--- src/rtl/dcp_tx_printer.sv ---
// dcp_tx_printer
// ----------------------------------------------------------------------------
// Shared output formatter for the debug command modules (P, D, I, T, B, G, R).
// A command module hands over either one raw character or a 32-bit word to be
// printed as hex digits, optionally followed by a suffix character. This block
// turns that request into a byte stream on the UART TX valid/ready interface,
// so no command module ever has to build ASCII itself. Downstream sits the DCP
// TX switch, which feeds uart_tx.
//
// Parameters:
//   NIBBLES   : hex digits printed in word mode, taken from the low end of din
//               (legal range 1..8)
//   HEX_UPPER : 1 prints digits 10..15 as 'A'-'F', 0 prints them as 'a'-'f'
//
// Ports:
//   clk      in   1  system clock
//   rst      in   1  synchronous, active-high reset
//   req      in   1  print request, only looked at while idle
//   req_type in   1  0 = raw character din[7:0], 1 = hex word
//   din      in  32  data to print, captured when the request is accepted
//   suffix   in   8  character appended after the payload, 8'h00 = none
//   busy     out  1  high from the cycle after acceptance through the done cycle
//   done     out  1  one-cycle pulse after the final byte handshake
//   rdy_tx   in   1  UART TX ready
//   vld_tx   out  1  byte valid toward UART TX
//   d_tx     out  8  byte toward UART TX
// ----------------------------------------------------------------------------
module dcp_tx_printer #(
  parameter int unsigned NIBBLES   = 8,
  parameter bit          HEX_UPPER = 1'b1
) (
  input  logic        clk,
  input  logic        rst,
  input  logic        req,
  input  logic        req_type,
  input  logic [31:0] din,
  input  logic [7:0]  suffix,
  output logic        busy,
  output logic        done,
  input  logic        rdy_tx,
  output logic        vld_tx,
  output logic [7:0]  d_tx
);

  typedef enum logic [1:0] {
    IDLE = 2'd0,
    SEND = 2'd1,
    DONE = 2'd2
  } state_t;

  // Number of payload bytes in word mode; at most 8, so 4 bits suffice
  // together with the optional suffix (maximum total of 9).
  localparam logic [3:0] WORD_LEN = 4'(NIBBLES);

  state_t      state_q;
  state_t      state_d;

  logic [31:0] data_q;
  logic        type_q;
  logic [7:0]  suffix_q;
  logic [3:0]  count_q;
  logic [3:0]  idx_q;
  logic [7:0]  d_q;

  logic        last_byte;
  logic        xfer;

  // Map one nibble to its ASCII hex digit.
  function automatic logic [7:0] hex_char(input logic [3:0] nib);
    logic [7:0] c;
    if (nib < 4'd10) begin
      c = 8'h30 + {4'h0, nib};
    end else if (HEX_UPPER) begin
      c = 8'h41 + {4'h0, nib - 4'd10};
    end else begin
      c = 8'h61 + {4'h0, nib - 4'd10};
    end
    return c;
  endfunction

  // Byte at position idx of the output stream for a given request. Any
  // position past the payload can only be the suffix, which is why it is the
  // default; the byte count guarantees we never ask for it when it is zero.
  function automatic logic [7:0] byte_at(
    input logic [31:0] data,
    input logic        is_word,
    input logic [7:0]  sfx,
    input logic [3:0]  idx
  );
    logic [7:0] b;
    logic [3:0] nib_pos;
    logic [3:0] nib;
    b = sfx;
    if (is_word) begin
      if (idx < WORD_LEN) begin
        // Digits go out most significant first, so position 0 is the top
        // nibble of the printed field.
        nib_pos = WORD_LEN - 4'd1 - idx;
        nib     = 4'(data >> {nib_pos, 2'b00});
        b       = hex_char(nib);
      end
    end else if (idx == 4'd0) begin
      b = data[7:0];
    end
    return b;
  endfunction

  // Total bytes in a print: the payload plus one more for a non-zero suffix.
  function automatic logic [3:0] byte_count(
    input logic       is_word,
    input logic [7:0] sfx
  );
    logic [3:0] n;
    n = is_word ? WORD_LEN : 4'd1;
    if (sfx != 8'h00) begin
      n = n + 4'd1;
    end
    return n;
  endfunction

  assign last_byte = (idx_q == (count_q - 4'd1));
  assign xfer      = vld_tx && rdy_tx;
  assign d_tx      = d_q;

  // State register. Reset is synchronous, so a print in flight is simply
  // abandoned at the next edge without a done pulse.
  always_ff @(posedge clk) begin
    if (rst) begin
      state_q <= IDLE;
    end else begin
      state_q <= state_d;
    end
  end

  // Next-state and output decode. vld_tx, busy and done are pure decodes of
  // the registered state, so they change only on clock edges.
  always_comb begin
    state_d = state_q;
    vld_tx  = 1'b0;
    busy    = 1'b0;
    done    = 1'b0;
    case (state_q)
      IDLE: begin
        if (req) begin
          state_d = SEND;
        end
      end
      SEND: begin
        vld_tx = 1'b1;
        busy   = 1'b1;
        if (rdy_tx && last_byte) begin
          state_d = DONE;
        end
      end
      DONE: begin
        busy    = 1'b1;
        done    = 1'b1;
        state_d = IDLE;
      end
      default: begin
        state_d = IDLE;
      end
    endcase
  end

  // Request latches, byte index and the registered output byte. The first
  // byte is computed from the live inputs at acceptance so it is already on
  // d_tx in the first SEND cycle; every later byte is computed from the
  // latched copy, which makes the print immune to input changes mid-stream.
  // The index advances only on a real handshake, so ready toggling can never
  // skip or repeat a byte.
  always_ff @(posedge clk) begin
    if (rst) begin
      data_q   <= 32'h0;
      type_q   <= 1'b0;
      suffix_q <= 8'h00;
      count_q  <= 4'd0;
      idx_q    <= 4'd0;
      d_q      <= 8'h00;
    end else begin
      case (state_q)
        IDLE: begin
          if (req) begin
            data_q   <= din;
            type_q   <= req_type;
            suffix_q <= suffix;
            count_q  <= byte_count(req_type, suffix);
            idx_q    <= 4'd0;
            d_q      <= byte_at(din, req_type, suffix, 4'd0);
          end
        end
        SEND: begin
          if (xfer) begin
            if (last_byte) begin
              idx_q <= 4'd0;
              d_q   <= 8'h00;
            end else begin
              idx_q <= idx_q + 4'd1;
              d_q   <= byte_at(data_q, type_q, suffix_q, idx_q + 4'd1);
            end
          end
        end
        default: begin
        end
      endcase
    end
  end

endmodule

--- config.mk ---
export PLATFORM = sky130hd
export DESIGN_NAME = dcp_tx_printer
export DESIGN_NICKNAME = d
export VERILOG_FILES = /design/src/rtl/dcp_tx_printer.sv
export SDC_FILE = /design/constraint.sdc
export NUM_CORES = 1
export LEC_CHECK = 0
export CORE_MARGIN = 2
export CORE_UTILIZATION = 48
export CTS_CLUSTER_SIZE = 14
export DETAILED_ROUTE_END_ITERATION = 8
export GPL_ROUTABILITY_DRIVEN = 0
export PLACE_DENSITY = 0.75
export RECOVER_POWER = 100
export SLEW_MARGIN = 20
export SYNTH_ARGS = -nofsm -noshare
export SYNTH_HDL_FRONTEND = slang
export SYNTH_SLANG_ARGS = --single-unit
--- constraint.sdc ---
create_clock -name clk -period 2.9 [get_ports clk]
set_input_delay 0.29 -clock clk [delete_from_list [all_inputs] [get_ports clk]]
set_output_delay 0.29 -clock clk [all_outputs]
set_load 0.005 [all_outputs]
==> run_results.csv <==
group,metric,value,unit
status,status,"complete, no violations",
drt,dr.pass1.iters,4,
drt,routedWlPerCell,16.1,µm
drt,drt-met1-wl,3820,µm
floorplanning,die_h,85.6,µm
worst_setup_path,end_kind,"register",
logic_synthesis,ys_types,57,
worst_setup_path,crit_fanout,9,
sta,min_period,2.78,ns
logic_synthesis,yosysMostFrequentCell,"nand2_1",
logic_synthesis,synth_cells,402,
placement,dpl.hpwl,6390,µm
floorplanning,dieWidth,85.6,µm
pwr,clockPowerShare,21.7,%
logic_synthesis,syn_area_per_cell,7.95,µm²
drt,drt_iter0_drc,239,
worst_setup_path,worstPathRequired,3.15,ns
hold_path,hold_path_class,"register to register",
logic_synthesis,synthTopCellsByCount,"nand2_1 (97), a21oi_1 (58), dfxtp_1 (57)",
cts,cts_made_buffers,9,
sta,skew,0.00478,ns
pwr,p_switching,1100,µW
placement,dp_cells,521,
logic_synthesis,syn_nets,459,
worst_setup_path,slowest_delay,0.53,ns
drt,highest_layer,"met4",
pwr,pwr-share-seq,37.3,%
cts,clkTransAtPathRegs,0.06,ns
cts,worst_skew_pair.late_latency,0.35,ns
logic_synthesis,synthFlopType,"dfxtp_1",
cts,cts_sinks,57,
cts,clockRootBuffer,"clkbuf_8",
cts,cts_tree,"yes",
drt,drc,0,
finish,diodes,0,
global_routing,antenna_found_initial,0,
worst_setup_path,crit_buf_inv,1,
floorplanning,dieArea,7320,µm²
worst_setup_path,critPathArrivalTime,3.03,ns
global_routing,grt_overflow,0,
logic_synthesis,synth_top_area_share,35.7,%
pwr,ir_drop,0.377,mV
sta,timing.setup.tns,0,ns
sta,setup_viol,0,
finish,nFillCells,569,
finish,area_delta_synth_final,24.0,%
logic_synthesis,seq_area_frac_synth,35.7,%
global_routing,grt_first_pass_wirelength,14100,µm
drt,vias_per_cell,5.55,
logic_synthesis,yosys.area.top_type,"dfxtp_1",
worst_setup_path,cp-start-kind,"register",
drt,ant_nets,0,
finish,stdcell_count,537,
finish,multi_input_area,1870,µm²
worst_setup_path,cpLargestDelayFamily,"simple AND/OR/NAND/NOR gates",
sta,slew_headroom,44.2,%
cts,cts_htree_levels,3,
logic_synthesis,yosys_warnings,0,
pwr,swShare,38.4,%
pwr,power_density,721,nW/µm²
logic_synthesis,synth-edff-count,0,
global_routing,grt_max_degree,44,
sta,final-max-slew-violation-count,0,
cts,clk_path_buf_depth,2,
global_routing,grt_pass1_vias,2835,
pwr,power,2860,µW
pwr,leakagePower,0.00150,µW
drt,dr_wl_met2,4020,µm
finish,drive_gt1_share,8.70,%
global_routing,grt_usage,24.9,%
floorplanning,placementRows,29,
drt,wl_met3,557,µm
sta,hold_violations,0,
floorplanning,start_util,50.0,%
floorplanning,coreArea,6390,µm²
logic_synthesis,syn-cell-area,3190,µm²
finish,final_nets,512,
sta,fmax,0.360,GHz
placement,portBuffers,55,
logic_synthesis,ys_ff_latch,57,
pwr,intPower,1760,µW
worst_setup_path,crit_chain,"ha_4 > clkbuf_2 > mux2i_1 > mux4_2 > or2_1 > ha_1 > nor4_1 > nor4bb_1 > o32ai_1",
sta,fin_crit_sh,95.8,%
logic_synthesis,synth.area.top_cells,"dfxtp_1 (36%), nand2_1 (11%), a21oi_1 (9.1%)",
pwr,combPwrFrac,41.1,%
finish,seq_area,1140,µm²
sta,worst_slew_pin_slew,0.837,ns
logic_synthesis,async_reset_ff_share,0,%
floorplanning,io_pins,56,
worst_setup_path,crit_type,"register to register",
sta,rsz0062_at_grt,"false",
worst_setup_path,cp_slowest_cell,"mux4_2",
drt,via_count,2983,
drt,drt_wl_total,8640,µm
flow_run,maxCapViolations,0,
[worst min-delay path: cells and delay by family, from the launching register on]
family	cells	cell delay, ns
AO/OA/AOI/OAI	1	0.05
flip-flops	1	0.31
AND/OR/NAND/NOR	1	0.05
[final cells by class]
class                   instances  area share, %
clock inverters                 4          0.506
flip-flops and latches         57           28.8
repair buffers                 69           16.2
well taps                      77           2.43
inverters                      14           1.33
clock buffers                  12           3.41
multi-input cells             304           47.3
[cell usage in the layout (no fill, tap or decap), drive strengths merged, types with 5 or more instances in the layout]
cell type / Yosys / final
buf: 12 / 12
dlygate4sd3: 0 / 11
a21oi: 59 / 59
nand2: 98 / 98
clkbuf: 15 / 15
o21ai: 10 / 10
xnor2: 6 / 6
nor2: 21 / 21
clkinv: 1 / 5
ha: 12 / 12
inv: 13 / 13
a211oi: 6 / 6
clkdlybuf4s50: 0 / 43
dfxtp: 57 / 57
nand3: 9 / 9
a22oi: 5 / 5
mux2i: 18 / 18
xor2: 5 / 5
[kinds of logic after synthesis]
family / Yosys count / share of synthesized area, %
buffers and inverters: 41 / 6.35
adders and majority gates: 12 / 4.70
and+or+nand+nor: 156 / 21.6
muxes: 24 / 9.40
xor gates and xnor gates: 11 / 3.25
DFF: 57 / 35.7
AOI/OAI and AO/OA: 101 / 19.0
[sequential cells by signal (all words and copies together), names as in the netlist]
signal    cells
count_q       3
data_q       32
suffix_q      8
d_tx          8
state_q       2
idx_q         4
[repair_timing]
item | 4_1_cts | 5_1_grt
gates resized for setup | 0 | 3
setup endpoints to repair | 0 | 4
hold buffers | 0 | 0
setup buffers | 0 | 0
endpoints found under the hold margin | 0 | 0
[layer usage]
layer / up-vias / global-route usage (%)
met4: 0 / 11.3
li1: 1498 / -
met1: 1372 / 32.7
met5: - / 0
met2: 89 / 38.6
met3: 24 / 6.64
[through the flow]
step | hold WS (ns) | cell area (µm²) | util, % | setup slack [ns]
2_1_floorplan | 0.426 | 3190 | - | 0.200
3_3_place_gp | 0.445 | 3790 | 59.4 | 0.179
3_5_place_dp | 0.451 | 3790 | 59.4 | 0.0440
4_1_cts | 0.459 | 3950 | 61.8 | 0.0197
5_1_grt | 0.483 | 3960 | 62.0 | 0.0248
6_report | 0.455 | 3960 | 62.0 | 0.122
[final timing paths]
path                   start  cells past startpoint  slack [ns]          to
setup / recovery    idx_q[0]                      9        0.12     d_tx[3]
hold / removal    data_q[26]                      2        0.45  data_q[26]
setup reg to reg    idx_q[0]                      9        0.12     d_tx[3]
hold reg to reg   data_q[26]                      2        0.45  data_q[26]
[power by group through the flow]
stage / logic [µW] / clock network, µW / registers (µW)
floorplan: 814 / 0 / 1030
global placement: 1170 / 0 / 1080
detailed placement: 1200 / 0 / 1080
CTS: 1200 / 625 / 1060
global route: 1310 / 667 / 1080
finish: 1170 / 618 / 1060
(Power assumes the default switching activity.)
